File: src/rtl/wb_pkg.sv
`default_nettype none
// ============================================================================
// Package     : wb_pkg
// Description : Shared types for the MEM/WB writeback stage: result select,
//               load type and the buffered instruction entry.
// Revision    : 1.0 - initial release
// ============================================================================
package wb_pkg;

  localparam int c_DATA_W = 32;
  localparam int c_ADDR_W = 5;

  // Result source for the register write
  typedef enum logic [1:0] {
    WB_ALU  = 2'b00,
    WB_MEM  = 2'b01,
    WB_LINK = 2'b10,
    WB_RSVD = 2'b11
  } wb_sel_t;

  // Load width/sign; encodings outside this list behave as LD_W
  typedef enum logic [2:0] {
    LD_W  = 3'b000,
    LD_B  = 3'b001,
    LD_BU = 3'b010,
    LD_H  = 3'b011,
    LD_HU = 3'b100
  } load_type_t;

  // One retiring instruction as held in the skid FIFO
  typedef struct packed {
    logic                  reg_write;
    logic [c_ADDR_W-1:0]   rd;
    wb_sel_t               wb_sel;
    load_type_t            load_type;
    logic [1:0]            byte_off;
    logic [c_DATA_W-1:0]   alu_result;
    logic [c_DATA_W-1:0]   mem_data;
    logic [c_DATA_W-1:0]   pc_plus4;
  } wb_entry_t;

endpackage
`default_nettype wire

File: src/rtl/load_align.sv
`default_nettype none
// ============================================================================
// Module      : load_align
// Description : Little-endian load extraction. Picks the addressed byte or
//               halfword out of the raw memory word and sign/zero extends it.
// Revision    : 1.0 - initial release
// ============================================================================
module load_align
  import wb_pkg::*;
(
  input  logic [c_DATA_W-1:0] memData,
  input  load_type_t          loadType,
  input  logic [1:0]          byteOff,
  output logic [c_DATA_W-1:0] alignedData
);

  logic [7:0]  w_byte;
  logic [15:0] w_half;

  // Byte and halfword lane selection; halfword ignores the low offset bit
  always_comb begin
    w_byte = memData[7:0];
    case (byteOff)
      2'd0:    w_byte = memData[7:0];
      2'd1:    w_byte = memData[15:8];
      2'd2:    w_byte = memData[23:16];
      default: w_byte = memData[31:24];
    endcase
    w_half = byteOff[1] ? memData[31:16] : memData[15:0];
  end

  // Extension by load type; unknown types pass the full word through
  always_comb begin
    alignedData = memData;
    case (loadType)
      LD_B:    alignedData = {{24{w_byte[7]}}, w_byte};
      LD_BU:   alignedData = {24'd0, w_byte};
      LD_H:    alignedData = {{16{w_half[15]}}, w_half};
      LD_HU:   alignedData = {16'd0, w_half};
      default: alignedData = memData;
    endcase
  end

endmodule
`default_nettype wire

File: src/rtl/writeback_stage.sv
`default_nettype none
// ============================================================================
// Module      : writeback_stage
// Description : MEM/WB writeback. Two-entry skid FIFO with empty-bypass,
//               result select/alignment, single register-bank write port
//               with a mirrored forwarding copy and a retire counter.
// Revision    : 1.0 - initial release
// ============================================================================
module writeback_stage
  import wb_pkg::*;
#(
  parameter int DATA_W = 32,
  parameter int ADDR_W = 5,
  parameter int DEPTH  = 2
) (
  input  logic              clk,
  input  logic              rst,
  input  logic              in_valid,
  output logic              in_ready,
  input  logic              in_reg_write,
  input  logic [ADDR_W-1:0] in_rd,
  input  logic [1:0]        in_wb_sel,
  input  logic [2:0]        in_load_type,
  input  logic [1:0]        in_byte_off,
  input  logic [DATA_W-1:0] in_alu_result,
  input  logic [DATA_W-1:0] in_mem_data,
  input  logic [DATA_W-1:0] in_pc_plus4,
  input  logic              wb_stall,
  output logic              RegWrite,
  output logic [ADDR_W-1:0] WriteRegister,
  output logic [DATA_W-1:0] WriteData,
  output logic              fwd_valid,
  output logic [ADDR_W-1:0] fwd_rd,
  output logic [DATA_W-1:0] fwd_data,
  output logic [31:0]       retired_count
);

  localparam logic [1:0] c_DEPTH = DEPTH[1:0];

  wb_entry_t           r_slot0;
  wb_entry_t           r_slot1;
  logic [1:0]          r_count;
  logic                r_regWrite;
  logic [ADDR_W-1:0]   r_writeReg;
  logic [DATA_W-1:0]   r_writeData;
  logic [31:0]         r_retired;

  wb_entry_t           w_inEntry;
  wb_entry_t           w_popEntry;
  logic                w_push;
  logic                w_pop;
  logic [DATA_W-1:0]   w_alignedData;
  logic [DATA_W-1:0]   w_selData;
  logic                w_doWrite;

  // Ready depends only on the registered occupancy and is held low in reset
  assign in_ready = rst && (r_count < c_DEPTH);
  assign w_push   = in_valid && in_ready;
  assign w_pop    = !wb_stall && ((r_count != 2'd0) || w_push);

  // Pack the incoming instruction; an empty FIFO lets it bypass to the output
  always_comb begin
    w_inEntry            = '0;
    w_inEntry.reg_write  = in_reg_write;
    w_inEntry.rd         = in_rd;
    w_inEntry.wb_sel     = wb_sel_t'(in_wb_sel);
    w_inEntry.load_type  = load_type_t'(in_load_type);
    w_inEntry.byte_off   = in_byte_off;
    w_inEntry.alu_result = in_alu_result;
    w_inEntry.mem_data   = in_mem_data;
    w_inEntry.pc_plus4   = in_pc_plus4;
    w_popEntry           = (r_count == 2'd0) ? w_inEntry : r_slot0;
  end

  load_align u_loadAlign (
    .memData     (w_popEntry.mem_data),
    .loadType    (w_popEntry.load_type),
    .byteOff     (w_popEntry.byte_off),
    .alignedData (w_alignedData)
  );

  // Result select and write qualification for the entry being retired
  always_comb begin
    w_selData = w_popEntry.alu_result;
    case (w_popEntry.wb_sel)
      WB_MEM:  w_selData = w_alignedData;
      WB_LINK: w_selData = w_popEntry.pc_plus4;
      default: w_selData = w_popEntry.alu_result;
    endcase
    w_doWrite = w_popEntry.reg_write && (w_popEntry.rd != '0) &&
                (w_popEntry.wb_sel != WB_RSVD);
  end

  // Skid FIFO: slot0 is always the oldest entry
  always_ff @(posedge clk or negedge rst) begin
    if (!rst) begin
      r_slot0 <= '0;
      r_slot1 <= '0;
      r_count <= 2'd0;
    end else begin
      if (w_pop) begin
        if (r_count == 2'd2) r_slot0 <= r_slot1;
        else if (r_count == 2'd1 && w_push) r_slot0 <= w_inEntry;
      end else if (w_push) begin
        if (r_count == 2'd0) r_slot0 <= w_inEntry;
        else r_slot1 <= w_inEntry;
      end
      case ({w_push, w_pop})
        2'b10:   r_count <= r_count + 2'd1;
        2'b01:   r_count <= r_count - 2'd1;
        default: r_count <= r_count;
      endcase
    end
  end

  // Output register: loaded only on a pop, write enable pulses for one cycle
  always_ff @(posedge clk or negedge rst) begin
    if (!rst) begin
      r_regWrite  <= 1'b0;
      r_writeReg  <= '0;
      r_writeData <= '0;
      r_retired   <= 32'd0;
    end else if (w_pop) begin
      r_regWrite  <= w_doWrite;
      r_writeReg  <= w_popEntry.rd;
      r_writeData <= w_selData;
      r_retired   <= r_retired + 32'd1;
    end else begin
      r_regWrite  <= 1'b0;
    end
  end

  assign RegWrite      = r_regWrite;
  assign WriteRegister = r_writeReg;
  assign WriteData     = r_writeData;
  assign fwd_valid     = r_regWrite;
  assign fwd_rd        = r_writeReg;
  assign fwd_data      = r_writeData;
  assign retired_count = r_retired;

endmodule
`default_nettype wire

File: config.mk
export PLATFORM = sky130hd
export DESIGN_NAME = writeback_stage
export DESIGN_NICKNAME = d
export VERILOG_FILES = /design/src/rtl/wb_pkg.sv /design/src/rtl/load_align.sv /design/src/rtl/writeback_stage.sv
export SDC_FILE = /design/constraint.sdc
export NUM_CORES = 1
export LEC_CHECK = 0
export CAP_MARGIN = 40
export CORE_UTILIZATION = 35
export DETAILED_ROUTE_END_ITERATION = 10
export SYNTH_ARGS = -nofsm -noshare
export SYNTH_HDL_FRONTEND = slang
export SYNTH_SLANG_ARGS = --single-unit
export TNS_END_PERCENT = 20
File: constraint.sdc
create_clock -name clk -period 3.2 [get_ports clk]
set_input_delay 0.64 -clock clk [delete_from_list [all_inputs] [get_ports clk]]
set_output_delay 0.64 -clock clk [all_outputs]
set_load 0.03 [all_outputs]
==> Word-level counts from Yosys, hierarchy flattened <==
Index checks and enable logic that the tools add are counted.
{ "op_classes": {"add_sub_neg": 3, "order_cmp": 1, "n_eq_ne": 14, "mux": 11, "bitwise": 2, "reduce_logical": 16} }
{ "op_table": {"columns": ["op", "count"], "rows": [
  ["109-bit two-way mux", 5],
  ["32-bit one-hot mux with 4 select lines", 1],
  ["32-bit one-hot mux with 2 select lines", 1],
  ["32-bit by 1-bit adder with 32-bit output, second input constant", 1],
  ["8-bit one-hot mux with 3 select lines", 1],
  ["16-bit two-way mux", 1],
  ["2-bit by 1-bit equality test with 1-bit output, second input constant", 4],
  ["2-bit equality test, second input constant", 4],
  ["3-bit by 2-bit equality test with 1-bit output, second input constant", 2],
  ["1-bit logical AND", 6],
  ["2-bit nonzero test", 3],
  ["5-bit nonzero test", 1],
  ["2-bit zero test", 2],
  ["2-bit one-hot mux with 2 select lines", 1],
  ["3-bit by 1-bit equality test with 1-bit output, second input constant", 1],
  ["3-bit equality test, second input constant", 1],
  ["3-bit by 1-bit inequality test with 1-bit output, second input constant", 1],
  ["3-bit AND reduction", 1],
  ["2-bit by 1-bit adder with 2-bit output, second input constant", 1],
  ["2-bit less-than comparator, second input constant", 1],
  ["2-bit inequality test, second input constant", 1],
  ["1-bit inverter", 2],
  ["2-bit AND reduction", 1],
  ["2-bit by 1-bit subtractor with 2-bit output, second input constant", 1],
  ["3 further kinds", 3]
]} }
{ "totals": {"regBits": 290, "input_bits": 113} }

==> Depth between registers and ports, before layout <==
{ "depth": {"ltp_word": 7, "mapped_depth": 17} }

==> Modules after synthesis <==
From an unflattened synthesis, not the netlist that was laid out.
{ "unflattened": {"cells_unflattened": 1700, "area_unflattened_um2": 17221.5} }
{ "modules_own_cells": {"columns": ["mod", "instances", "cells_each", "area_each_um2"], "rows": [
  ["writeback_stage", 1, 1518, 15945.3],
  ["load_align", 1, 182, 1276.2]
]} }

==> Least setup slack after synthesis <==
No wires, ideal clock.
{ "synth_path": {"kind": "register to register", "startpoint": "reg r_count[1]", "endpoint": "reg r_writeData[4] (netlist: WriteData[4])", "arrival_time_ps": 3221, "required_ps": 3069, "slack_ps": -153, "path_stages_with_launch": 18, "synth_period_minus_slack_ps": 3353, "cell_sequence": "dfrtp_1 inv_1 ha_1 buf_6 buf_6 buf_2 buf_2 buf_4 mux2_2 inv_1 ha_1 clkbuf_1 inv_1 clkbuf_1 clkbuf_1 o221ai_1 o21ai_0 nand3_1"} }
{ "synth_between": {"elab_chain_len": 6} }
{ "synth_lines": {"columns": ["item", "line_no", "rtl"], "rows": [
  ["start: declaration", "writeback_stage.sv:42", "logic [1:0] r_count;"],
  ["start signal: assignment", "writeback_stage.sv:109", "2'b10: r_count <= r_count + 2'd1;"],
  ["start signal: assignment", "writeback_stage.sv:110", "2'b01: r_count <= r_count - 2'd1;"],
  ["start signal: assignment", "writeback_stage.sv:111", "default: r_count <= r_count;"],
  ["2-bit zero test", "writeback_stage.sv:72", "w_popEntry = (r_count == 2'd0) ? w_inEntry : r_slot0;"],
  ["109-bit two-way mux", null, null],
  ["2-bit equality test, or another cell as far along", "load_align.sv:23", "case (byteOff)"],
  ["8-bit one-hot mux with 3 select lines", "load_align.sv:23", null],
  ["32-bit one-hot mux with 4 select lines", "load_align.sv:35", "case (loadType)"],
  ["32-bit one-hot mux with 2 select lines", "writeback_stage.sv:85", "case (w_popEntry.wb_sel)"],
  ["end signal: assignment", "writeback_stage.sv:126", "r_writeData <= w_selData;"],
  ["end: declaration", "writeback_stage.sv:45", "logic [DATA_W-1:0] r_writeData;"]
]} }
Parallel ways exist; a longest one is shown, timed or not.
A chain may end at the register's enable or synchronous reset.

==> Worst setup path after layout <==
{ "layout_path": {"startpoint": "reg r_count[0]", "endpoint": "reg r_writeData[20] (netlist: WriteData[20])"} }
The elaborated chain is that of the path after synthesis.

==> flow_metrics.tcl <==
set metrics [dict create \
    p_per_area_nw_per_um2 1134 \
    synthMuxAreaShare_pct 19.43 \
    slowest_stage "a31oi_4" \
    place_ws_ns 0.1574 \
    clock_latency_ns 0.53 \
    end_kind "flip-flop" \
    cellLeakagePower_nw 7.861 \
    cts_sinks 290 \
    synth-compound-area-share_pct 18.23 \
    ys_warn_count 0 \
    r2r-end "WriteData[20]$_DFFE_PN0P_" \
    cts_tree "done" \
    fin_nets 1710 \
    reg2reg_slack_ns 0.18 \
    ys_ff_latch 290 \
    cts_buffer_depth 3 \
    post_cts_buffers 0 \
    yosys.cell_types.count 60 \
    synthTopCellsByCount "dfrtp_1, mux2_2, mux2i_1, nand2_1" \
    avgRoutedWirePerCell_um 21.70 \
    swShare_pct 42.52 \
    finalCritPeriodShare_pct 94.51 \
    grt_pass1_wl_um 73850 \
    io_pins 222 \
    hold_class "in -> async" \
    finalClockSkew_ns 0.02604 \
    grt_pass1_vias 12250 \
    cp_max_fo 18 \
    area_growth_pct 24.63 \
    yosysSeqAreaShare_pct 46.92 \
    drt_pass1_iterations 7 \
    root_buffer "clkbuf_16" \
    dp_cells 2137 \
    cts.clk_slew.worst_paths_ns 0.06 \
    core_um2 43360 \
    start_kind "flip-flop" \
    vias 12180 \
    htreeDepth 2 \
    post-synth-top-area-cell "dfrtp_1" \
    drc 0 \
    seq_power_share_pct 29.7 \
    synth_edf_count 0 \
    grt.overflow.total 0 \
    cts_buffers 34 \
    clkPwrFrac_pct 16.9 \
    syn-cell-area_um2 15470 \
    cts_hold_buffers 0 \
    cts_resized 0 \
    track_usage_pct 21.36 \
    drive_gt1_share_pct 17.62 \
    die_area_um2 45040 \
    max_freq_mhz 330.6 \
    drtIter0Drc 1065 \
    worst-path-buf-inv 2 \
    crit_arrival_ns 3.40 \
    p_int_w 0.01256 \
    setup_slack_ns 0.1756 \
    routed_wl_um 47640 \
    synth_cells 1428 \
    outcome "finished, final reports clean" \
    crit_chain "inv_1 > ha_4 > buf_4 > mux2i_1 > mux4_2 > a211oi_4 > a31oi_4 > o22ai_1" \
    final_antenna_net_count 0 \
    crit_family "compound AO/OA/AOI/OAI gates" \
    final_cell_count_no_fill 2195 \
    start_util_pct 35.67 \
    vias_per_cell 5.551 \
    synth_top_area_share_pct 46.92 \
    tightestPinTransition_ns 0.9154 \
    rsz0062_at_grt "no" \
    io_buffers 221 \
    synth_ff_type "dfrtp_1" \
    synth_top_family_by_area "multiplexers" \
    critPathKind "reg -> reg" \
    place_congestion 0.9337 \
    async_flop_share_pct 100.0 \
    critPathRequiredTime_ns 3.58 \
    power_frac_comb_pct 53.4 \
    setup_violations 0 \
    slew_viol_final 0 \
    synth_fa_ha_area_share_pct 0.7280 \
    synth.most_common_cell "dfrtp_1" \
    fin_crit_ns 3.024 \
    slew_headroom_pct 38.98 \
    max_stage_delay_ns 0.61 \
    synth_area_leaders "dfrtp_1, mux2_2, mux2i_1, a2bb2oi_1, o22ai_1" \
    grt_max_degree 155 \
    totalNegativeSetupSlack_ns 0 \
    syn_avg_cell_area_um2 10.83 \
    p_switching_w 0.009291 \
    synth_nets 1550 \
    rr_startpoint "r_count[0]$_DFFE_PN0P_" \
    synth-simple-area-share_pct 7.386 \
    synth_xor_area_share_pct 1.925 \
    final_hold_viol_count 0 \
    rr_worst_depth 8 \
    antenna_found_initial 7 \
    hpwl_um 32420 \
    cap_violations 0 \
    ir_worst_vdd_v 0.0007480 \
    dieWidth_um 212.2 \
    die_h_um 212.2 \
    fp-row-count 76 \
]
## metal layers
layer | GRT usage, % | part of all wire, %
met4 | 5.582 | 2.0
met5 | 0 | 0.097
met1 | 29.86 | 45
met3 | 4.121 | 6.6
met2 | 33.77 | 46
## worst max path at each step
stage	slack (ns)	from	depth (start not counted)	endpoint
2_1_floorplan	-0.08	r_count[1]$_DFFE_PN0P_	16	WriteData[22]$_DFFE_PN0P_
3_3_place_gp	0.24	in_wb_sel[0]	7	WriteData[19]$_DFFE_PN0P_
3_5_place_dp	0.16	in_wb_sel[1]	8	WriteData[20]$_DFFE_PN0P_
4_1_cts	0.21	r_count[0]$_DFFE_PN0P_	8	WriteData[20]$_DFFE_PN0P_
5_1_grt	0.04	r_count[0]$_DFFE_PN0P_	9	WriteData[11]$_DFFE_PN0P_
6_report	0.18	r_count[0]$_DFFE_PN0P_	8	WriteData[20]$_DFFE_PN0P_
## placed cells by master, fill, tap and decap left out, types with 8 or more instances in the layout
cell type	instances
o22ai_1	92
buf_12	14
xnor2_1	17
o31ai_1	8
nand2_1	115
nor2b_1	8
a21oi_1	19
o21ai_1	21
xor2_1	17
o22ai_2	10
nand3_1	36
o221ai_1	8
a222oi_1	14
clkbuf_16	35
o21ai_0	92
buf_4	35
nor2_1	57
and3_1	8
a22o_1	17
a2bb2oi_1	70
mux2_2	155
dfrtp_1	290
clkdlybuf4s50_1	219
inv_1	11
o32ai_1	9
mux2i_1	118
## metrics by stage
stage                     hold slack (ns)  total power, W  cell area [um^2]  utilization (%)
after floorplan                    0.3444         0.01433             15470                -
after detailed placement           0.4586         0.01814             18240            42.05
after global placement             0.4584         0.01791             18230            42.03
after CTS                          0.3335         0.02193             19270            44.43
final                              0.2680         0.02185             19280            44.46
after global routing               0.3637         0.02317             19270            44.43
## cell families after synthesis
group | count (synthesis)
xor gates and xnor gates | 34
buffers and inverters | 161
adders and majority gates | 9
AOI/OAI and AO/OA | 401
DFF | 290
muxes | 277
and+or+nand+nor | 256
## sequential cells by signal (all words and copies together), names as in the netlist
| register | count |
|---|---|
| r_slot0 | 109 |
| r_slot1 | 109 |
| WriteData | 32 |
| retired_count | 32 |
| WriteRegister | 5 |
| r_count | 2 |
| RegWrite | 1 |
## power groups by stage
stage                     sequential, W  clock, W  combinational (W)
final                           0.00649   0.00369             0.0117
after global routing            0.00671   0.00393             0.0125
after CTS                       0.00648   0.00378             0.0117
after detailed placement        0.00651         0             0.0116
after global placement          0.00645         0             0.0115
after floorplan                 0.00669         0            0.00764
## final cells by class
cell class / count / area (um^2)
multi-input cells: 977 / 7435
repair buffers: 271 / 2759
clock inverters: 6 / 37.54
clock buffers: 48 / 994.7
inverters: 14 / 52.55
diodes: 4 / 10.01
fillers: 4112 / 24080
well taps: 585 / 732.0
flip-flops and latches: 290 / 7257
## worst register-to-register path, delay by kind of cell (launching register included)
kind | cells | cell delay [ns]
compound gates | 3 | 0.93
mux | 2 | 0.77
flops | 1 | 0.41
fa+ha+maj | 1 | 0.38
buf+inv | 2 | 0.37
Note: power is estimated with default switching activity, not from simulation.
